[src/rtl/mult_div_unit.sv]
// mult_div_unit: iterative multiply/divide unit that produces HI/LO for
// MULT, MULTU, DIV and DIVU. It resolves one bit per clock under a
// start/busy/done handshake.
//
// Ports
//   clk      in   rising-edge clock
//   reset    in   asynchronous reset, active low
//   start    in   request; sampled only while idle
//   op       in   00 MULT, 01 MULTU, 10 DIV, 11 DIVU; sampled with start
//   a, b     in   multiplicand/dividend and multiplier/divisor
//   hi       out  MULT: upper product; DIV: remainder
//   lo       out  MULT: lower product; DIV: quotient
//   busy     out  high whenever the FSM is not idle
//   done     out  one-cycle pulse; hi/lo/div_zero are valid with it
//   div_zero out  divide with b==0; held until the next accepted start
//
// state  | meaning
// -------+------------------------------------------------------------
// IDLE   | waiting for start; operands are latched on acceptance
// PREP   | take operand magnitudes, record result signs, test for b==0
// RUN    | WIDTH shift-add / shift-subtract iterations
// FIX    | apply signs and register hi/lo
// DONE   | done pulse for one cycle, then back to IDLE
module mult_div_unit #(
   parameter int WIDTH = 32,
   parameter int CNT_W = 6
) (
   input  logic             clk,
   input  logic             reset,
   input  logic             start,
   input  logic [1:0]       op,
   input  logic [WIDTH-1:0] a,
   input  logic [WIDTH-1:0] b,
   output logic [WIDTH-1:0] hi,
   output logic [WIDTH-1:0] lo,
   output logic             busy,
   output logic             done,
   output logic             div_zero
);

   typedef enum logic [2:0] {S_IDLE, S_PREP, S_RUN, S_FIX, S_DONE} state_t;

   localparam logic [CNT_W-1:0] CNT_LAST = CNT_W'(WIDTH - 1);

   state_t             state_q;
   logic [1:0]         op_q;
   logic [WIDTH-1:0]   a_q;
   logic [WIDTH-1:0]   b_q;
   logic [WIDTH-1:0]   acc_hi_q;
   logic [WIDTH-1:0]   acc_lo_q;
   logic [CNT_W-1:0]   cnt_q;
   logic               neg_res_q;
   logic               neg_rem_q;

   logic               is_signed;
   logic               is_div;
   logic               sign_a;
   logic               sign_b;
   logic [WIDTH-1:0]   mag_a_d;
   logic [WIDTH-1:0]   mag_b_d;
   logic [WIDTH:0]     mul_sum_d;
   logic [WIDTH:0]     div_shift_d;
   logic [WIDTH:0]     div_diff_d;
   logic [2*WIDTH-1:0] prod_neg_d;

   assign is_signed = ~op_q[0];
   assign is_div    = op_q[1];
   assign sign_a    = is_signed & a_q[WIDTH-1];
   assign sign_b    = is_signed & b_q[WIDTH-1];

   // Negating the most-negative value wraps back to itself, which read as
   // unsigned is exactly the required magnitude 2**(WIDTH-1).
   assign mag_a_d = sign_a ? -a_q : a_q;
   assign mag_b_d = sign_b ? -b_q : b_q;

   // Multiply: the multiplier sits in acc_lo and drains out of bit 0 while the
   // product fills in from the top; the carry out of the add shifts into acc_hi.
   assign mul_sum_d = {1'b0, acc_hi_q} + (acc_lo_q[0] ? {1'b0, b_q} : '0);

   // Divide: the dividend shifts out of acc_lo into the remainder while quotient
   // bits shift in at the bottom. The remainder stays below the divisor, so the
   // restored value always fits in WIDTH bits.
   assign div_shift_d = {acc_hi_q, acc_lo_q[WIDTH-1]};
   assign div_diff_d  = div_shift_d - {1'b0, b_q};

   assign prod_neg_d = -{acc_hi_q, acc_lo_q};

   always_ff @(posedge clk or negedge reset) begin
      if (!reset) begin
         state_q   <= S_IDLE;
         op_q      <= '0;
         a_q       <= '0;
         b_q       <= '0;
         acc_hi_q  <= '0;
         acc_lo_q  <= '0;
         cnt_q     <= '0;
         neg_res_q <= 1'b0;
         neg_rem_q <= 1'b0;
         hi        <= '0;
         lo        <= '0;
         busy      <= 1'b0;
         done      <= 1'b0;
         div_zero  <= 1'b0;
      end else begin
         done <= 1'b0;
         case (state_q)
            S_IDLE: begin
               if (start) begin
                  op_q     <= op;
                  a_q      <= a;
                  b_q      <= b;
                  div_zero <= 1'b0;
                  busy     <= 1'b1;
                  state_q  <= S_PREP;
               end
            end
            S_PREP: begin
               neg_res_q <= sign_a ^ sign_b;
               neg_rem_q <= sign_a;
               b_q       <= mag_b_d;
               acc_lo_q  <= mag_a_d;
               acc_hi_q  <= '0;
               cnt_q     <= '0;
               if (is_div && (b_q == '0)) begin
                  div_zero <= 1'b1;
                  done     <= 1'b1;
                  state_q  <= S_DONE;
               end else begin
                  state_q  <= S_RUN;
               end
            end
            S_RUN: begin
               if (is_div) begin
                  acc_hi_q <= div_diff_d[WIDTH] ? div_shift_d[WIDTH-1:0] : div_diff_d[WIDTH-1:0];
                  acc_lo_q <= {acc_lo_q[WIDTH-2:0], ~div_diff_d[WIDTH]};
               end else begin
                  acc_hi_q <= mul_sum_d[WIDTH:1];
                  acc_lo_q <= {mul_sum_d[0], acc_lo_q[WIDTH-1:1]};
               end
               if (cnt_q == CNT_LAST) begin
                  cnt_q   <= '0;
                  state_q <= S_FIX;
               end else begin
                  cnt_q   <= cnt_q + CNT_W'(1);
               end
            end
            S_FIX: begin
               if (is_div) begin
                  lo <= neg_res_q ? -acc_lo_q : acc_lo_q;
                  hi <= neg_rem_q ? -acc_hi_q : acc_hi_q;
               end else if (neg_res_q) begin
                  {hi, lo} <= prod_neg_d;
               end else begin
                  {hi, lo} <= {acc_hi_q, acc_lo_q};
               end
               done    <= 1'b1;
               state_q <= S_DONE;
            end
            S_DONE: begin
               busy    <= 1'b0;
               state_q <= S_IDLE;
            end
            default: begin
               busy    <= 1'b0;
               state_q <= S_IDLE;
            end
         endcase
      end
   end

endmodule

[config.mk]
export PLATFORM = sky130hd
export DESIGN_NAME = mult_div_unit
export DESIGN_NICKNAME = d
export VERILOG_FILES = /design/src/rtl/mult_div_unit.sv
export SDC_FILE = /design/constraint.sdc
export NUM_CORES = 1
export LEC_CHECK = 0
export BUFFER_PORTS_ARGS = -buffer_cell sky130_fd_sc_hd__buf_4
export CELL_PAD_IN_SITES_DETAIL_PLACEMENT = 1
export CELL_PAD_IN_SITES_GLOBAL_PLACEMENT = 1
export CORE_ASPECT_RATIO = 1.5
export CORE_UTILIZATION = 51
export CTS_BUF_LIST = sky130_fd_sc_hd__clkbuf_2 sky130_fd_sc_hd__clkbuf_4 sky130_fd_sc_hd__clkbuf_8
export CTS_CLUSTER_DIAMETER = 50
export DETAILED_ROUTE_END_ITERATION = 16
export GPL_ROUTABILITY_DRIVEN = 0
export PLACE_DENSITY_LB_ADDON = 0.1
export SYNTH_ARGS = -nofsm -noshare
export SYNTH_HDL_FRONTEND = slang
export SYNTH_SLANG_ARGS = --single-unit
export TNS_END_PERCENT = 10
[constraint.sdc]
create_clock -name clk -period 9.9 [get_ports clk]
set_input_delay 1.98 -clock clk [delete_from_list [all_inputs] [get_ports clk]]
set_output_delay 1.98 -clock clk [all_outputs]
set_load 0.01 [all_outputs]
Yosys cells after proc, flatten, opt, wreduce, memory -nomap -nowiden
Cells that the tools add are included.
{ "word_totals": {"register_bits": 208, "latch_bits": 0, "ram_bits": 0, "mem_bits_ro": 0, "output_inout_bits": 67, "wordCells": 76, "n_memories": 0} }
{ "classes": {"add_sub_neg": 8, "mul": 0, "div_mod_pow": 0, "order_cmp": 0, "eq_ne": 8, "shifts": 0, "mux": 29, "bitwise": 6, "n_reduce_logical": 11} }
{ "ops": {"columns": ["operator", "count"], "rows": [
  ["two-way mux 32 bit", 13],
  ["one-hot mux 32 bit (2 select lines)", 3],
  ["negator 32 bit", 4],
  ["negator 64 bit", 1],
  ["adder 32 x 32 -> 33 bit", 1],
  ["subtractor 33 x 32 -> 33 bit", 1],
  ["zero test 32 bit", 1],
  ["one-hot mux 3 bit (4 select lines)", 1],
  ["one-hot mux 6 bit (2 select lines)", 1],
  ["two-way mux 3 bit", 3],
  ["!= test 2 bit, second input constant", 4],
  ["adder 6 x 1 -> 6 bit, second input constant", 1],
  ["equality test 3 x 2 -> 1 bit, second input constant", 2],
  ["equality test 6 x 5 -> 1 bit, second input constant", 1],
  ["two-way mux 6 bit", 1],
  ["one-hot mux 1 bit (2 select lines)", 3],
  ["AND reduction 2 bit", 3],
  ["AND reduction 3 bit", 2],
  ["two-way mux 1 bit", 4],
  ["nonzero test 2 bit", 2],
  ["equality test 3 x 1 -> 1 bit, second input constant", 1],
  ["zero test 3 bit", 1],
  ["NOT 1 bit", 3],
  ["OR reduction 3 bit", 1],
  ["other kinds (3)", 4]
]} }

Depth between registers and ports, before layout
{ "logic_depth": {"word_depth": 4, "depth_mapped": 15, "depth_no_buf": 14} }

Least setup slack after synthesis
No wires, ideal clock.
{ "synth_path": {"path_type": "input port to flip-flop", "from": "in start", "to": "reg a_q[31]", "setup_time_ns": 0.125, "arrival_ns": 3.336, "required_time_ns": 9.775, "slack_ns": 6.439, "path_stages": 5, "path_buffers": 2, "cell_sequence": "nand2b_1 -> nor3_1 -> clkbuf_1 -> clkbuf_1 -> mux2_2"} }
{ "synth_via": {"elab_chain_len": 1} }
{ "synth_rtl": {"columns": ["item", "line_no", "text"], "rows": [
  ["start: declaration", "30", "input logic start,"],
  ["AND reduction 2 bit (no line)", null, null],
  ["end signal: assignment", "92", "a_q <= '0;"],
  ["end signal: assignment", "110", "a_q <= a;"],
  ["end: declaration", "47", "logic [WIDTH-1:0] a_q;"]
]} }
Every way passes these cells.
A chain may end at the register's enable or synchronous reset.

Worst setup path in the final report
{ "layout_path": {"from": "reg b_q[9]", "to": "reg acc_hi_q[16]"} }
{ "layout_via": {"elab_chain_len": 4} }
{ "layout_rtl": {"columns": ["item", "line_no", "text"], "rows": [
  ["start: declaration", "48", "logic [WIDTH-1:0] b_q;"],
  ["start signal: assignment", "120", "b_q <= mag_b_d;"],
  ["subtractor 33 x 32 -> 33 bit / two-way mux 32 bit (equally long branches)", "84, 78", null],
  ["two-way mux 32 bit / adder 32 x 32 -> 33 bit (equally long branches)", "134, 78", null],
  ["two-way mux 32 bit *", "133", "if (is_div) begin"],
  ["one-hot mux 32 bit (2 select lines) *", "106", "case (state_q)"],
  ["end signal: assignment", "134", "acc_hi_q <= div_diff_d[WIDTH] ? div_shift_d[WIDTH-1:0] : div_diff_d[WIDTH-1:0];"],
  ["end signal: assignment", "137", "acc_hi_q <= mul_sum_d[WIDTH:1];"],
  ["end: declaration", "49", "logic [WIDTH-1:0] acc_hi_q;"]
]} }
Every way passes the cells marked *; elsewhere a longest branch is shown, timed or not.

==> run_results.csv <==
group,metric,value,unit
critical_path,worst-path-max-fanout,51,
timing,achievable-frequency,238,MHz
floorplanning,initial_core_util,0.519,
critical_path,reg2reg_slack,5700,ps
critical_path,timing.critical_path.from_type,"flop",
power_and_ir_drop,internal_power,3110,µW
power_and_ir_drop,static-leakage-power,0.00764,µW
clock_network,clock_buffer_count_from_cts,37,
grt,number_of_antenna_violations_at_the_first_check_in_global_routing,0,
critical_path,rr_endpoint,"acc_hi_q[16]",
timing,finalCritPeriodShare,0.424,
routing,routed_via_density,6.29,
critical_path,critPathLaunch,"b_q[9]",
timing,rsz0062_at_grt,"false",
critical_path,worst_ep_required_time,10300,ps
logic_synthesis,edff_count_synth,0,
clock_network,root_buffer,"clkbuf_8",
critical_path,r2r_start,"b_q[9]",
routing,drt-initial-drc-count,811,
grt,grt_first_pass_wirelength,85.0,mm
timing,finalClockSkew,34.4,ps
power_and_ir_drop,vdd.ir_drop.worst,0.200,mV
grt,met2_usage,0.634,
logic_synthesis,postSynth.asyncResetShare,1.00,
critical_path,cp-endpoint,"acc_hi_q[16]",
timing,final-hold-violation-count,0,
run,max-cap-violations,0,
timing,totalNegativeSetupSlack,0,ps
power_and_ir_drop,swShare,0.498,
routing,vias,14843,
timing,relative_slew_margins,0.0358,
power_and_ir_drop,power.share.clock,0.145,
routing,routed_wire_length_per_instance,23.0,µm
min_path,hold_path.class,"flop to flop",
grt,grt_overflow,0,
clock_network,clk_pin_slew_worst_setup_hold_paths,70,ps
grt,grt_start_max_net_pins,129,
power_and_ir_drop,p_total,6190,µW
min_path,hold_start,"hi[15]",
routing,drt_pre_antenna_iters,5,
critical_path,worstRegToRegCells,12,
floorplanning,die-area,30700,µm²
grt,gr_peak_layer,"met2",
layout,nNetsFinal,2079,
logic_synthesis,warnings_synthesis,0,
grt,grt_pass1_vias,15789,
critical_path,end_kind,"flop",
logic_synthesis,syn_inst,1865,
power_and_ir_drop,p_switching,3080,µW
critical_path,critical_path_class,"flop to flop",
timing,final_max_slew_viols,0,
layout,synthToLayoutAreaGrowth,13.0,%
floorplanning,dieWidth,143,µm
grt,gr-usage-met3,0.0473,
run_status,status,"finished clean",
floorplanning,core,29500,µm²
routing,totalWireLength,54.3,mm
floorplanning,top_level_ports,136,
logic_synthesis,synth_fp_nets,2005,
grt,grt_use_met1,0.378,
logic_synthesis,ys.flop_type,"dfrtp_1",
clock_network,cts-hold-fix-buffers,0,
logic_synthesis,ys_seq_elements,208,
grt,grt_use_total,0.359,
clock_network,tritoncts_num_sinks,208,
clock_network,cts_setup_buffers,0,
layout,final_layout_size_suffix_gt1_frac,0.146,
power_and_ir_drop,p_per_area,358,nW/µm²
floorplanning,die_height,214,µm
power_and_ir_drop,power.combinational.fraction,0.571,
routing,antenna_left,0,
power_and_ir_drop,seq_power_share,0.284,
logic_synthesis,syn-cell-area,15300,µm²
logic_synthesis,syn-mean-instance-area,8.21,µm²
layout,n_antenna_cell,0,
critical_path,worst-endpoint-arrival,4600,ps
clock_network,post_cts_resize_count,0,
timing,timing_worst_slew_pin_value,1440,ps
timing,finalCriticalPeriod,4200,ps
clock_network,cts_tree,"built",
clock_network,clock_tree.buffer_depth,3,
floorplanning,row_count,77,
clock_network,clk-insertion-delay-late,580,ps
timing,setup_viol_count_final,0,
logic_synthesis,synth.lib_cells_used.distinct,76,
routing,route.detailed.drc,0,
logic_synthesis,synth.yosys.seq_area_share,0.340,
placement,dp.final_hpwl,40.0,mm
clock_network,htree_levels,2,
placement,portBuffers,135,
[power groups by stage]
stage                     Sequential, µW  Combinational (µW)  Clock [µW]
after floorplan                     1580                2480           0
after global placement              1730                3340           0
after detailed placement            1760                3470           0
after CTS                           1750                3510         911
after global routing                1800                3850         947
final                               1760                3530         899
[how the worst min path moves through the flow]
stage	end	cells after the start	slack, ps
floorplan	busy	1	460
global placement	hi[12]	2	460
detailed placement	hi[15]	2	470
CTS	hi[15]	2	480
global route	hi[12]	2	510
finish	hi[15]	2	480
[through the flow]
stage,area [µm²],instances,util,hold slack (ps),setup WS (ps)
finish,17300,2359,0.587,478,5700
global placement,16500,2295,0.559,464,6000
detailed placement,16500,2295,0.559,471,5910
floorplan,15300,1865,-,459,6440
CTS,17300,2359,0.587,484,5960
global route,17300,2359,0.587,512,5510
[critical path, stage by stage, from the launching register on]
cell and delay [ps]:
dfrtp_1 430, inv_1 160, ha_1 470, a21oi_1 120, o21ai_0 670, a32oi_1 340
a21oi_1 320, o2111ai_1 180, nand3_2 130, buf_4 530, mux2_2 400, a22oi_1 130
o21ai_0 110
[routing by layer]
| metal | wire length [µm] | vias to the layer above | part of all wire |
|---|---|---|---|
| li1 | - | 6858 | - |
| met1 | 19600 | 7387 | 0.36 |
| met2 | 28200 | 392 | 0.52 |
| met3 | 1930 | 206 | 0.036 |
| met4 | 4640 | 0 | 0.085 |
| met5 | 0 | - | 0 |
[area by class of cell]
type	instances	area (µm²)
Fill cell	3590	12200
Tap cell	395	494
Clock inverter	6	93.8
Timing Repair Buffer	151	1140
Multi-Input combinational cell	1487	9450
Sequential cell	208	5210
Clock buffer	58	717
Inverter	54	203
[synthesized netlist by cell type, types with 6 or more instances]
library cell	number	area, µm²
o41ai_1	9	78.8
mux2i_1	46	460
a21oi_1	152	761
o31ai_1	16	120
buf_1	9	33.8
or2_2	6	37.5
nor3_1	51	255
o221ai_1	8	70.1
a211oi_1	21	158
clkbuf_1	95	357
nand4_1	14	87.6
nand2_1	209	785
xor2_1	70	613
a21o_1	24	180
o21ai_1	17	85.1
and3_1	17	106
dfrtp_1	208	5200
nor4_1	14	87.6
o21a_1	6	45.0
inv_1	53	199
nor3b_1	6	45.0
ha_1	69	863
o22ai_1	23	144
o211ai_1	39	293
or3_1	19	119
o21ai_2	7	61.3
and2_1	12	75.1
mux2_2	33	372
a22oi_1	20	150
nor2b_1	9	56.3
a31oi_1	19	119
xnor2_1	73	639
or4_1	9	67.6
nand3_1	41	205
buf_2	9	45.0
o21ai_0	191	956
nor2_1	152	571
nand2b_1	17	106
[registers in the layout, summed over array words and instances, names as in the netlist]
register   cells
cnt_q          6
b_q           32
neg_res_q      1
busy           1
neg_rem_q      1
acc_hi_q      32
a_q           32
op_q           2
state_q        3
lo            32
hi            32
div_zero       1
acc_lo_q      32
done           1
[cells in the final DEF (no fill, tap or decap), drive strengths merged, types with 39 or more instances in the layout]
cell type  Yosys  layout
a21oi        152     152
buf           21     150
clkbuf        95      59
dfrtp        208     208
ha            69      69
inv           53      54
mux2i         46      46
nand2        212     212
nand3         42      42
nor2         152     152
nor3          55      55
o211ai        39      39
o21ai        215     215
xnor2         73      73
xor2          70      70
[kinds of logic (layout without fill, tap and decap cells)]
family | Yosys count | in the layout | synth area share
muxes | 79 | 79 | 0.0544
DFF | 208 | 208 | 0.340
adders and majority gates | 71 | 71 | 0.0590
xor gates and xnor gates | 143 | 143 | 0.0818
and+or+nand+nor | 600 | 600 | 0.186
AOI/OAI and AO/OA | 594 | 594 | 0.235
buffers and inverters | 170 | 269 | 0.0440
No activity file was read; power rests on OpenSTA's default activity.
